--- config.mk ---
export PLATFORM = sky130hd
export DESIGN_NAME = stopwatch_sampler
export DESIGN_NICKNAME = d
export VERILOG_FILES = /design/src/rtl/stopwatch_sampler_pkg.sv /design/src/rtl/stopwatch_sampler_sync.sv /design/src/rtl/stopwatch_sampler.sv
export SDC_FILE = /design/constraint.sdc
export NUM_CORES = 1
export LEC_CHECK = 0
export BUFFER_PORTS_ARGS = -buffer_cell sky130_fd_sc_hd__buf_2
export CORE_ASPECT_RATIO = 1.5
export CORE_MARGIN = 2
export CORE_UTILIZATION = 40
export CTS_BUF_LIST = sky130_fd_sc_hd__clkbuf_8 sky130_fd_sc_hd__clkbuf_16
export DETAILED_ROUTE_END_ITERATION = 16
export RECOVER_POWER = 25
export SYNTH_ARGS = -nofsm -noshare
export SYNTH_HDL_FRONTEND = slang
export SYNTH_HIERARCHICAL = 1
export SYNTH_SLANG_ARGS = --single-unit
--- constraint.sdc ---
create_clock -name clk -period 4.35 [get_ports clk]
set_input_delay 0.435 -clock clk [delete_from_list [all_inputs] [get_ports clk]]
set_output_delay 0.435 -clock clk [all_outputs]
set_load 0.05 [all_outputs]
--- src/rtl/stopwatch_sampler_pkg.sv ---
// Shared types and default constants for the stopwatch capture stage.
package stopwatch_sampler_pkg;

  localparam int unsigned DEF_CW          = 3;
  localparam int unsigned DEF_SYNC_STAGES = 2;
  localparam int unsigned DEF_F_HOLD      = 2;
  localparam int unsigned DEF_TIMEOUT     = 15;
  localparam int unsigned DEF_ACC_W       = 16;

  // Measurement sequencing states
  typedef enum logic [1:0] {
    IDLE,
    ARM,
    RUN,
    REPORT
  } state_t;

  // One measurement result as returned to the system
  typedef struct packed {
    logic [DEF_CW-1:0] count;
    logic              timeout;
  } result_t;

endpackage

--- src/rtl/stopwatch_sampler_sync.sv ---
// N-stage, W-bit flop chain with asynchronous active-low reset.
// Used both as a metastability synchroniser and as a matching delay line.
module sync_delay_line #(
  parameter int unsigned N = 2,
  parameter int unsigned W = 1
) (
  input  logic         clk,
  input  logic         rst_n,
  input  logic [W-1:0] d,
  output logic [W-1:0] q
);

  logic [N-1:0][W-1:0] stage;

  // Shift the input through N flops; stage[N-1] is the oldest sample
  always_ff @(posedge clk or negedge rst_n) begin
    if (!rst_n) begin
      stage <= '0;
    end else begin
      stage <= {stage[N-2:0], d};
    end
  end

  assign q = stage[N-1];

endmodule

--- src/rtl/stopwatch_sampler.sv ---
// Clocked control/capture stage around the self-timed gate-delay stopwatch.
// Clears and releases the stopwatch, waits for the adder completion, captures
// the count, returns it over valid/ready and keeps latency statistics.
module stopwatch_sampler
  import stopwatch_sampler_pkg::*;
#(
  parameter int unsigned CW          = DEF_CW,
  parameter int unsigned SYNC_STAGES = DEF_SYNC_STAGES,
  parameter int unsigned F_HOLD      = DEF_F_HOLD,
  parameter int unsigned TIMEOUT     = DEF_TIMEOUT,
  parameter int unsigned ACC_W       = DEF_ACC_W
) (
  input  logic             clk,
  input  logic             rst_n,
  input  logic             req_valid,
  output logic             req_ready,
  output logic             sw_f,
  input  logic [CW-1:0]    sw_count,
  input  logic             done_async,
  output logic             res_valid,
  input  logic             res_ready,
  output logic [CW-1:0]    res_count,
  output logic             res_timeout,
  input  logic             stat_clr,
  output logic [ACC_W-1:0] stat_n,
  output logic [CW-1:0]    stat_min,
  output logic [CW-1:0]    stat_max,
  output logic [ACC_W-1:0] stat_sum
);

  localparam int unsigned HW = $clog2(F_HOLD + 1);
  localparam int unsigned RW = $clog2(TIMEOUT + 1);
  localparam int unsigned SW = ACC_W + 1;
  localparam logic [HW-1:0] HOLD_LAST = HW'(F_HOLD - 1);
  localparam logic [RW-1:0] RUN_LAST  = RW'(TIMEOUT - 1);

  state_t        state_q, state_d;
  logic [HW-1:0] hold_q, hold_d;
  logic [RW-1:0] run_q, run_d;

  logic          done_s;
  logic          done_prev;
  logic          done_rise;
  logic [CW-1:0] cnt_d;

  logic          cap_en;
  logic          cap_timeout;
  logic          stat_upd;
  logic [SW-1:0] sum_ext;

  // Completion synchroniser
  sync_delay_line #(
    .N (SYNC_STAGES),
    .W (1)
  ) u_done_sync (
    .clk   (clk),
    .rst_n (rst_n),
    .d     (done_async),
    .q     (done_s)
  );

  // Count delay line of equal depth so cnt_d lines up with done_s
  sync_delay_line #(
    .N (SYNC_STAGES),
    .W (CW)
  ) u_count_dly (
    .clk   (clk),
    .rst_n (rst_n),
    .d     (sw_count),
    .q     (cnt_d)
  );

  // Previous synchronised completion level for edge detection
  always_ff @(posedge clk or negedge rst_n) begin
    if (!rst_n) begin
      done_prev <= 1'b0;
    end else begin
      done_prev <= done_s;
    end
  end

  // A level already high when RUN starts produces no rise, so RUN waits
  // for a fresh completion edge.
  assign done_rise = done_s & ~done_prev;

  // State and cycle counters
  always_ff @(posedge clk or negedge rst_n) begin
    if (!rst_n) begin
      state_q <= IDLE;
      hold_q  <= '0;
      run_q   <= '0;
    end else begin
      state_q <= state_d;
      hold_q  <= hold_d;
      run_q   <= run_d;
    end
  end

  // Next-state, counter and handshake decode; sw_f is decoded from state so
  // it returns high as soon as reset asserts.
  always_comb begin
    state_d     = state_q;
    hold_d      = hold_q;
    run_d       = run_q;
    cap_en      = 1'b0;
    cap_timeout = 1'b0;
    sw_f        = 1'b1;
    req_ready   = 1'b0;
    res_valid   = 1'b0;
    case (state_q)
      IDLE: begin
        req_ready = 1'b1;
        if (req_valid) begin
          state_d = ARM;
          hold_d  = '0;
        end
      end
      ARM: begin
        hold_d = hold_q + HW'(1);
        if (hold_q == HOLD_LAST) begin
          state_d = RUN;
          run_d   = '0;
        end
      end
      RUN: begin
        sw_f  = 1'b0;
        run_d = run_q + RW'(1);
        if (done_rise) begin
          cap_en  = 1'b1;
          state_d = REPORT;
        end else if (run_q == RUN_LAST) begin
          cap_en      = 1'b1;
          cap_timeout = 1'b1;
          state_d     = REPORT;
        end
      end
      REPORT: begin
        res_valid = 1'b1;
        if (res_ready) begin
          state_d = IDLE;
        end
      end
      default: begin
        state_d = IDLE;
      end
    endcase
  end

  // Result register: written only on leaving RUN, so it holds through REPORT
  always_ff @(posedge clk or negedge rst_n) begin
    if (!rst_n) begin
      res_count   <= '0;
      res_timeout <= 1'b0;
    end else if (cap_en) begin
      res_count   <= cap_timeout ? '0 : cnt_d;
      res_timeout <= cap_timeout;
    end
  end

  assign stat_upd = cap_en & ~cap_timeout;
  assign sum_ext  = {1'b0, stat_sum} + SW'(cnt_d);

  // Running statistics; clear beats a same-cycle update, counters saturate
  always_ff @(posedge clk or negedge rst_n) begin
    if (!rst_n) begin
      stat_n   <= '0;
      stat_sum <= '0;
      stat_min <= '1;
      stat_max <= '0;
    end else if (stat_clr) begin
      stat_n   <= '0;
      stat_sum <= '0;
      stat_min <= '1;
      stat_max <= '0;
    end else if (stat_upd) begin
      stat_n   <= (stat_n == '1) ? stat_n : stat_n + ACC_W'(1);
      stat_sum <= sum_ext[ACC_W] ? '1 : sum_ext[ACC_W-1:0];
      if (cnt_d < stat_min) begin
        stat_min <= cnt_d;
      end
      if (cnt_d > stat_max) begin
        stat_max <= cnt_d;
      end
    end
  end

endmodule
==> summary.md, run 1 <==
## Die
• chip width: 76.2 µm
• number of top-level design ports: 54
• core area: 0.00761 mm²
• number of core rows: 39
• DIE AREA: 0.00856 mm²
• initial standard-cell utilization of the core: 41.1%
• height of the die: 112 µm

## Place
• placed instance count: 455
• post-place instance area: 0.00346 mm²
• Port Buffer Count: 53
• half-perimeter wire length of the detailed placement result: 4820 µm
• weighted congestion at the end of routability-driven global placement: 0.751

## Clock network
• deepest level of the CTS H-tree: 3
• CTS tree: built
• buffer levels on the longest clock path: 2
• number of clock sinks: 59
• CTS clock-pin slew for the worst setup and hold paths: 0.05 ns
• root buffer selected by CTS: clkbuf_16
• number of buffers created by CTS: 9
• buffers inserted by post-CTS timing repair: 0
• Gates resized, CTS repair: 0
• post-cts hold buffer count: 0
• clock insertion delay at the later pin of the skew report: 0.33 ns

## Global route
• wire length of the first global-routing pass: 12000 µm
• overall routing resource usage: 17.6%
• total overflow reported by the global router: 0
• number of antenna violations at the first check in global routing: 0
• via count of the first global-routing pass: 2524
• pin count of the biggest net entering global routing: 60

## STA
• Final Critical Period: 2.69 ns
• Max transition margin: 36.7%
• final max-slew violation count: 0
• Setup Viol. Count Final: 0
• unrepaired setup endpoints after global routing: no
• Final Skew: 0.00683 ns
• aggregate negative setup slack: 0 ns
• final-report hold violation count: 0
• fin crit share: 61.8%
• worst slew pin tran: 0.946 ns
• fmax: 0.372 GHz

## Logic synthesis
• post-synthesis average cell area: 10.0 µm²
• number of flip-flops and latches in the synthesized netlist: 59
• Syn Std Cell Area: 0.00313 mm²
• most common cell in the netlist: dfrtp_1
• post-synthesis cell type with the largest combined area: dfrtp_1
• post-synth cell types: 53
• fraction of registers with async set or reset after synthesis: 100%
• post-synth top area share: 44.8%
• number of enable flip-flop cells after synthesis: 0
• most instantiated cells after synthesis: dfrtp_1, nor2_1, nand2_1
• cell types with the largest area share after synthesis: dfrtp_1, ha_1, nor2_1
• portion of the post-synthesis area used by sequential elements: 47.3%
• synthesized netlist net count: 338
• Syn. warnings: 6
• Cells after Synth: 312
• Most used DFF post-synth: dfrtp_1

## Power
• Cell Int Power: 1.21 mW
• switching pwr: 600 µW
• power share of the combinational group: 25.5%
• largest vdd supply drop: 0.000402 V
• Leak Pwr: 1.78 nW
• net switching fraction of the power: 33.2%
• fraction of power consumed by the clock network: 37.6%
• sequential cell fraction of total power: 36.9%
• power density relative to cell area: 481 mW/mm²

## Setup path
• data required time at the worst endpoint: 4.52 ns
• kind of capture point of the worst setup path: register
• Crit path max-delay family: simple AND/OR/NAND/NOR gates
• most used cell, CP: nor3_1
• R2R cell count: 7
• Max FO, Critical Path: 14
• endpoint of the worst-slack reg-to-reg timing path: stat_sum[14]
• data arrival time of the critical path: 2.86 ns
• number of buffer and inverter instances along the worst setup path: 1
• sort of element at the start of the critical path: register
• Worst R2R Setup Slack: 1.66 ns
• crit-path cells: inv_1 > ha_1 > nand3b_1 > nor3_1 > nand4_1 > nor3_1 > a211oi_1
• startpoint-to-endpoint class of the critical path: register to register
• CP peak stage delay: 0.72 ns
• highest-delay cell along the critical path: nor3_1
• worst r2r src: state_q[0]

## Drt
• vias: 2481
• first-pass detailed-route iteration total: 4
• Routed WL: 6830 µm
• Antenna Nets Post-Route: 0
• violation count after the first detailed-route iteration: 117
• via-per-instance ratio: 5.27
• # DRC: 0
• wire length per cell after detailed routing: 14.5 µm

## Cells and area
• fill cell total of the finished layout: 754
• final antenna diode count: 0
• total number of nets in the final design: 390
• count of non-filler cells in the finished layout: 471
• Final Util: 49.3%
• synthesis-to-layout area growth: 19.9%
• area of all placed cells without fillers: 0.00375 mm²
• Register Area: 0.00148 mm²
• multi-input gate area in the final layout: 0.00151 mm²
• fraction of final layout cells sized beyond drive strength 1: 22.0%

## Worst hold path
• instance count along the most critical hold path: 1
• worst hold path startpoint: done_async
• Endpoint, Worst Hold: u_done_sync/stage[0]
• worst hold-check path type: primary input to register

## Outcome
• status: finished, final reports clean

## Job
• max capacitance violation total: 0

power by group through the flow:
stage / Combinational [mW] / Clock [mW] / Sequential, mW
detailed placement: 0.467 / 0 / 0.675
CTS: 0.468 / 0.697 / 0.667
global placement: 0.458 / 0 / 0.673
finish: 0.461 / 0.679 / 0.666
floorplan: 0.296 / 0 / 0.735
global route: 0.520 / 0.726 / 0.677
state kept, by name, indices dropped and copies added, names as in the netlist:
signal             cells
res_count              3
res_timeout            1
u_count_dly/q          3
stat_max               3
run_q                  4
u_count_dly/stage      3
u_done_sync/q          1
stat_min               3
done_prev              1
hold_q                 2
u_done_sync/stage      1
stat_n                16
state_q                2
stat_sum              16
per-stage QoR:
stage / worst slack [ns] / hold WS [ns] / total power [mW]
floorplan: 2.16 / 0.139 / 1.03
global placement: 1.74 / 0.331 / 1.13
detailed placement: 1.66 / 0.335 / 1.14
CTS: 1.64 / 0.204 / 1.83
global route: 1.34 / 0.206 / 1.92
finish: 1.66 / 0.216 / 1.81
final cells by class:
type	instances	area share, %
multi-input cells	222	40.3
flip-flops and latches	59	39.5
repair buffers	55	7.47
clock buffers	10	6.37
well taps	102	3.40
inverters	17	1.70
clock inverters	6	1.33
cell families after synthesis:
logic type | Yosys count | synth area share [%]
xor gates and xnor gates | 15 | 4.20
DFF | 59 | 47.3
and+or+nand+nor | 113 | 19.3
buffers and inverters | 31 | 4.44
adders and majority gates | 17 | 7.04
AOI/OAI and AO/OA | 68 | 14.8
muxes | 9 | 2.88
worst max-delay path by stage:
stage | from | endpoint | depth (start not counted)
3_3_place_gp | state_q[0] | stat_sum[14] | 7
3_5_place_dp | state_q[0] | stat_sum[14] | 7
2_1_floorplan | stat_sum[2] | stat_sum[15] | 6
6_report | state_q[0] | stat_sum[14] | 7
5_1_grt | state_q[0] | stat_sum[14] | 7
4_1_cts | state_q[0] | stat_sum[14] | 7
routing by layer:
layer  wire length, µm  track usage, %  part of all wire [%]  vias up
li1                  -               -                     -     1230
met1              2900            20.3                    42     1195
met2              3540            31.0                    52       44
met3               241            4.18                   3.5       12
met4               143            7.76                   2.1        0
met5                 0               0                     0        -
cells in the final DEF (no fill, tap or decap), types with 9 or more instances in the layout:
cell / count
buf_2: 53
ha_1: 16
dfrtp_1: 56
a211oi_1: 10
o21ai_0: 19
mux2i_1: 9
clkbuf_16: 9
xnor2_1: 14
a21oi_1: 11
nand3_1: 14
nand2_1: 21
inv_1: 21
nor2_1: 33
No activity file was read; power rests on OpenSTA's default activity.
==> run 2, diff against run 1 <==
--- a/config.mk
+++ b/config.mk
@@ -5,6 +5,7 @@
 export SDC_FILE = /design/constraint.sdc
 export NUM_CORES = 1
 export LEC_CHECK = 0
+export ABC_AREA = 1
 export BUFFER_PORTS_ARGS = -buffer_cell sky130_fd_sc_hd__buf_2
 export CORE_ASPECT_RATIO = 1.5
 export CORE_MARGIN = 2
==> constraint.sdc (replaced) <==
create_clock -name clk -period 2.63 [get_ports clk]
set_input_delay 0.263 -clock clk [delete_from_list [all_inputs] [get_ports clk]]
set_output_delay 0.263 -clock clk [all_outputs]
set_load 0.05 [all_outputs]
==> run 2 against run 1 <==
The run now ends with max-capacitance violations, max-slew violations left. Worst setup slack worse by 1.2 ns. Sequential power is 65% higher. Flip-flop and latch count is the same. Combinational power up 77%. Sequential share of layout area shrank 4.0 points. Via count increased by 23%. Synthesized cell count is 47% higher. Critical path depth is 3 higher. Clock power up 74%. Clock-buffer cell count unchanged. Total power increased by 72%. Area after synthesis is 13% higher. Highest routed layer unchanged.
==> summary.md, run 2 <==
## Clock network
• root buffer selected by CTS: clkbuf_16
• deepest level of the CTS H-tree: 3
• number of buffers created by CTS: 9
• buffers inserted by post-CTS timing repair: 0
• CTS tree: built
• buffer levels on the longest clock path: 2
• clock insertion delay at the later pin of the skew report: 0.33 ns
• number of clock sinks: 59
• CTS clock-pin slew for the worst setup and hold paths: 0.05 ns

## STA
• aggregate negative setup slack: 0 ns
• Final Skew: 0.00587 ns
• unrepaired setup endpoints after global routing: no
• final-report hold violation count: 0
• Setup Viol. Count Final: 0
• worst slew pin tran: 1.60 ns
• fmax: 0.471 GHz
• Final Critical Period: 2.12 ns
• Max transition margin: -6.62%
• final max-slew violation count: 30
• fin crit share: 80.6%

## Setup path
• most used cell, CP: nand2_1
• startpoint-to-endpoint class of the critical path: register to register
• endpoint of the worst-slack reg-to-reg timing path: stat_sum[4]
• data arrival time of the critical path: 2.32 ns
• Worst R2R Setup Slack: 0.51 ns
• worst setup path endpoint: stat_sum[4]
• data required time at the worst endpoint: 2.83 ns
• Max FO, Critical Path: 11
• sort of element at the start of the critical path: register
• worst r2r src: u_count_dly/q[0]
• launching element of the worst setup path: u_count_dly/q[0]
• crit-path cells: ha_1 > fa_1 > nand2_1 > nand2_1 > nand2_2 > nor2_4 > nand3_2 > inv_1 > o21ai_0 > nand2_1
• Crit path max-delay family: simple AND/OR/NAND/NOR gates
• CP peak stage delay: 0.41 ns
• highest-delay cell along the critical path: fa_1
• count of cell instances traversed by the critical path: 10
• R2R cell count: 10
• kind of capture point of the worst setup path: register
• number of buffer and inverter instances along the worst setup path: 1

## Logic synthesis
• post-synth top area share: 39.7%
• Cells after Synth: 458
• Adder-Cell Fraction of Synth Area: 6.23%
• Syn Std Cell Area: 0.00353 mm²
• cell types with the largest area share after synthesis: dfrtp_1, nand2_1, ha_1
• Most used DFF post-synth: dfrtp_1
• area share of xor/xnor cells in the synthesized design: 2.48%
• most instantiated cells after synthesis: nand2_1, dfrtp_1, inv_1
• main combinational cell family by area after synthesis: simple AND/OR/NAND/NOR gates
• most common cell in the netlist: nand2_1
• synthesized netlist net count: 484
• post-synthesis cell type with the largest combined area: dfrtp_1
• post-synthesis average cell area: 7.71 µm²
• multiplexer area fraction after synthesis: 0%
• fraction of the mapped netlist area in compound gates: 8.64%
• post-synth cell types: 34
• number of flip-flops and latches in the synthesized netlist: 59
• fraction of registers with async set or reset after synthesis: 100%
• portion of the post-synthesis area used by sequential elements: 41.9%
• Syn. warnings: 6
• number of enable flip-flop cells after synthesis: 0
• fraction of the mapped netlist area in simple logic gates: 32.5%

## Drt
• via-per-instance ratio: 4.83
• first-pass detailed-route iteration total: 4
• vias: 3043
• # DRC: 0
• violation count after the first detailed-route iteration: 186
• Routed WL: 7970 µm
• Antenna Nets Post-Route: 0
• wire length per cell after detailed routing: 12.6 µm

## Global route
• pin count of the biggest net entering global routing: 30
• total overflow reported by the global router: 0
• wire length of the first global-routing pass: 13800 µm
• number of antenna violations at the first check in global routing: 0
• overall routing resource usage: 18.5%
• via count of the first global-routing pass: 2953

## Power
• switching pwr: 1.11 mW
• power density relative to cell area: 742 mW/mm²
• Cell Int Power: 1.99 mW
• fraction of power consumed by the clock network: 38.2%
• Leak Pwr: 2.18 nW
• sequential cell fraction of total power: 35.4%
• largest vdd supply drop: 0.000365 V
• Design Power: 3.10 mW
• net switching fraction of the power: 35.7%
• power share of the combinational group: 26.4%

## Cells and area
• total number of nets in the final design: 541
• Final Util: 47.9%
• fill cell total of the finished layout: 905
• synthesis-to-layout area growth: 18.2%
• final antenna diode count: 0
• count of non-filler cells in the finished layout: 630
• highest-count cells in the layout ignoring fill and taps: nand2_1, dfrtp_1, inv_1, buf_2, nand3_1
• fraction of final layout cells sized beyond drive strength 1: 19.8%
• leading cell type in the layout, fill and taps excluded: nand2_1
• Register Area: 0.00148 mm²
• largest registers: stat_n (16), stat_sum (16), run_q (4)
• multi-input gate area in the final layout: 0.00176 mm²

## Die
• initial standard-cell utilization of the core: 40.5%
• height of the die: 119 µm
• chip width: 80.7 µm
• DIE AREA: 0.00961 mm²
• number of core rows: 42
• number of top-level design ports: 54
• core area: 0.00872 mm²

## Place
• placed instance count: 613
• weighted congestion at the end of routability-driven global placement: 0.899
• half-perimeter wire length of the detailed placement result: 5940 µm
• Port Buffer Count: 53

## Job
• max capacitance violation total: 1

## Worst hold path
• worst hold-check path type: primary input to register

## Outcome
• violations in the final reports: max-capacitance violations, max-slew violations
• status: finished, violations left

[run 2: area by class of cell]
| cell class | count | share of cell area (%) |
|---|---|---|
| Tap cell | 110 | 3.30 |
| Sequential cell | 59 | 35.4 |
| Clock inverter | 6 | 1.53 |
| Clock buffer | 10 | 5.72 |
| Timing Repair Buffer | 57 | 6.98 |
| Multi-Input combinational cell | 334 | 42.2 |
| Inverter | 54 | 4.85 |
[run 2: repair_timing]
action                                  4_1_cts  5_1_grt
gates resized for setup                       0        0
endpoints found under the setup margin        0        0
hold buffers                                  1        0
endpoints found under the hold margin        21        0
[run 2: kinds of logic after synthesis]
group                      count (synthesis)
DFF                                       59
AOI/OAI and AO/OA                         53
and+or+nand+nor                          254
adders and majority gates                 17
buffers and inverters                     65
xor gates and xnor gates                  10
[run 2: worst min-delay path by stage]
stage                         startpoint                   end  slack, ns  cells after the start
floorplan                          rst_n             done_prev      -0.03                      0
global placement    u_count_dly/stage[2]      u_count_dly/q[2]       0.33                      0
detailed placement  u_count_dly/stage[0]      u_count_dly/q[0]       0.33                      0
CTS                          sw_count[0]  u_count_dly/stage[0]       0.03                      1
global route                 sw_count[2]  u_count_dly/stage[2]       0.03                      1
finish                       sw_count[2]  u_count_dly/stage[2]       0.04                      1
[run 2: power by group through the flow]
stage	clock network (mW)	registers [mW]	logic [mW]
final	1.18	1.10	0.817
after detailed placement	0	1.11	0.828
after global placement	0	1.11	0.815
after CTS	1.21	1.10	0.834
after global routing	1.26	1.11	0.913
after floorplan	0	1.24	0.513
[run 2: metrics by stage]
| stage | setup slack, ns | instance area, µm² | hold slack, ns |
|---|---|---|---|
| global placement | 0.616 | 3870 | 0.334 |
| CTS | 0.504 | 4180 | 0.0281 |
| floorplan | 0.536 | 3530 | -0.0326 |
| detailed placement | 0.510 | 3870 | 0.335 |
| finish | 0.509 | 4180 | 0.0414 |
| global route | 0.320 | 4180 | 0.0325 |
[run 2: routing by layer]
metal  share of wire [%]  vias to the layer above  GRT usage [%]
met2                  51                       53           30.4
li1                    -                     1578              -
met3                 3.6                       11           3.71
met4                 1.8                        0           8.05
met5                   0                        -              0
met1                  44                     1401           23.2
[run 2: worst register-to-register path, stage by stage (launching register included)]
cell,delay (ns)
dfrtp_1,0.40
ha_1,0.22
fa_1,0.41
nand2_1,0.08
nand2_1,0.11
nand2_2,0.14
nor2_4,0.05
nand3_2,0.18
inv_1,0.14
o21ai_0,0.19
nand2_1,0.08
==> run 3, diff against run 2 <==
==> constraint.sdc (replaced) <==
create_clock -name clk -period 2 [get_ports clk]
set_input_delay 0.2 -clock clk [delete_from_list [all_inputs] [get_ports clk]]
set_output_delay 0.2 -clock clk [all_outputs]
set_load 0.05 [all_outputs]
==> run 3 against run 2 <==
Routed wire length grew 0.56%. Register-to-register slack lost 0.32 ns. Critical path depth is the same. The flow now finishes without violations. Fmax grew 17%. First-iteration DRC count grew 12%. Die area is the same.
==> summary.md, run 3 (synthesis results as in run 2) <==
## STA
• Setup Viol. Count Final: 0
• fmax: 0.551 GHz
• final max-slew violation count: 0
• fin crit share: 90.7%
• final-report hold violation count: 0
• worst slew pin tran: 0.819 ns
• Max transition margin: 45.4%
• Final Critical Period: 1.81 ns
• Final Skew: 0.00720 ns
• unrepaired setup endpoints after global routing: no
• aggregate negative setup slack: 0 ns

## Setup path
• worst setup path endpoint: stat_sum[10]
• data arrival time of the critical path: 2.03 ns
• Max FO, Critical Path: 4
• highest-delay cell along the critical path: dfrtp_1
• startpoint-to-endpoint class of the critical path: register to register
• sort of element at the start of the critical path: register
• Worst R2R Setup Slack: 0.19 ns
• kind of capture point of the worst setup path: register
• most used cell, CP: nand2_1
• data required time at the worst endpoint: 2.21 ns
• launching element of the worst setup path: u_count_dly/q[0]
• CP peak stage delay: 0.41 ns
• worst r2r src: u_count_dly/q[0]
• R2R cell count: 10
• crit-path cells: ha_2 > fa_2 > nand2_1 > nand2_1 > buf_4 > nand3_1 > xor2_1 > nand2_1 > nand2_1 > nand2_1
• endpoint of the worst-slack reg-to-reg timing path: stat_sum[10]

## Global route
• via count of the first global-routing pass: 3133
• number of antenna violations at the first check in global routing: 0
• wire length of the first global-routing pass: 14000 µm
• pin count of the biggest net entering global routing: 60
• overall routing resource usage: 18.6%
• total overflow reported by the global router: 0

## Place
• half-perimeter wire length of the detailed placement result: 5880 µm
• post-place instance area: 0.00394 mm²
• Port Buffer Count: 53
• weighted congestion at the end of routability-driven global placement: 0.839

## Cells and area
• fill cell total of the finished layout: 929
• total number of nets in the final design: 554
• final antenna diode count: 0
• area of all placed cells without fillers: 0.00434 mm²
• leading cell type in the layout, fill and taps excluded: nand2_1
• fraction of final layout cells sized beyond drive strength 1: 22.1%
• synthesis-to-layout area growth: 22.8%
• highest-count cells in the layout ignoring fill and taps: nand2_1, inv_1, dfrtp_1, buf_2, nand3_1
• largest registers: stat_n (16), stat_sum (16), run_q (4)

## Clock network
• buffer levels on the longest clock path: 2
• number of clock sinks: 59
• root buffer selected by CTS: clkbuf_16
• clock insertion delay at the later pin of the skew report: 0.33 ns
• CTS clock-pin slew for the worst setup and hold paths: 0.05 ns
• number of buffers created by CTS: 9
• CTS tree: built
• deepest level of the CTS H-tree: 3

## Die
• core area: 0.00872 mm²
• initial standard-cell utilization of the core: 40.5%
• chip width: 80.7 µm
• number of core rows: 42
• height of the die: 119 µm
• DIE AREA: 0.00961 mm²
• number of top-level design ports: 54

## Job
• max capacitance violation total: 0

## Drt
• wire length per cell after detailed routing: 12.5 µm
• Routed WL: 8010 µm
• vias: 3088
• Antenna Nets Post-Route: 0
• # DRC: 0
• via-per-instance ratio: 4.80
• violation count after the first detailed-route iteration: 208
• first-pass detailed-route iteration total: 4

## Power
• largest vdd supply drop: 0.000614 V
• switching pwr: 1.42 mW
• Cell Int Power: 2.89 mW
• Leak Pwr: 2.27 nW
• sequential cell fraction of total power: 33.4%
• Design Power: 4.31 mW
• fraction of power consumed by the clock network: 40.9%
• power density relative to cell area: 994 mW/mm²
• power share of the combinational group: 25.8%
• net switching fraction of the power: 32.9%

## Worst hold path
• worst hold-check path type: primary input to register

## Outcome
• status: finished, final reports clean

==> run 3: layer usage <==
metal / wire length (µm) / track usage (%) / up-vias
met2: 4320 / 32.8 / 47
met3: 255 / 4.24 / 8
met5: 0 / 0 / -
met4: 120 / 6.99 / 0
li1: - / - / 1600
met1: 3320 / 21.5 / 1433
==> run 3: timing repair <==
| action | 4_1_cts | 5_1_grt |
|---|---|---|
| gates resized for setup | 0 | 5 |
| hold buffers | 5 | 0 |
| hold endpoints to repair | 60 | 0 |
| endpoints found under the setup margin | 0 | 16 |
| setup buffers | 0 | 1 |
==> run 3: power groups by stage <==
stage / Combinational, mW / Clock, mW / Sequential, mW
3_5_place_dp: 1.11 / 0 / 1.46
2_1_floorplan: 0.674 / 0 / 1.63
5_1_grt: 1.24 / 1.87 / 1.46
4_1_cts: 1.13 / 1.81 / 1.44
3_3_place_gp: 1.09 / 0 / 1.45
6_report: 1.11 / 1.76 / 1.44
==> run 3: worst min path at each step <==
stage,start,to,cells after the start,slack (ns)
finish,stat_clr,stat_max[0],3,0.26
global route,stat_clr,stat_max[0],3,0.29
CTS,stat_clr,stat_max[0],3,0.26
detailed placement,rst_n,u_count_dly/stage[2],2,0.24
global placement,rst_n,u_count_dly/stage[1],2,0.23
floorplan,rst_n,done_prev,0,-0.1
==> run 3: cell type report <==
class | count | area, µm² | area share, %
timing repair buffer | 70 | 405 | 9.35
tap | 110 | 138 | 3.17
sequential | 59 | 1480 | 34.2
clock buffer | 10 | 239 | 5.51
clock inverter | 6 | 105 | 2.42
inverter | 54 | 203 | 4.67
multi-input combinational | 334 | 1770 | 40.7
==> run 3: through the flow <==
| step | std cells | util [%] | worst slack [ns] | hold WS, ns |
|---|---|---|---|---|
| after floorplan | 458 | - | 0.00837 | -0.0956 |
| after global placement | 621 | 45.2 | 0.145 | 0.235 |
| after detailed placement | 621 | 45.2 | 0.0900 | 0.241 |
| after CTS | 642 | 49.7 | 0.0628 | 0.264 |
| after global routing | 643 | 49.7 | 0.00139 | 0.286 |
| final | 643 | 49.7 | 0.186 | 0.264 |
==> run 3: critical path, delay by kind of cell (launching register included) <==
family                   cells  cell delay, ns
adder cells (fa/ha/maj)      2            0.54
XOR/XNOR                     1            0.16
flip-flops                   1            0.41
AND/OR/NAND/NOR              6            0.43
buffers and inverters        1            0.15
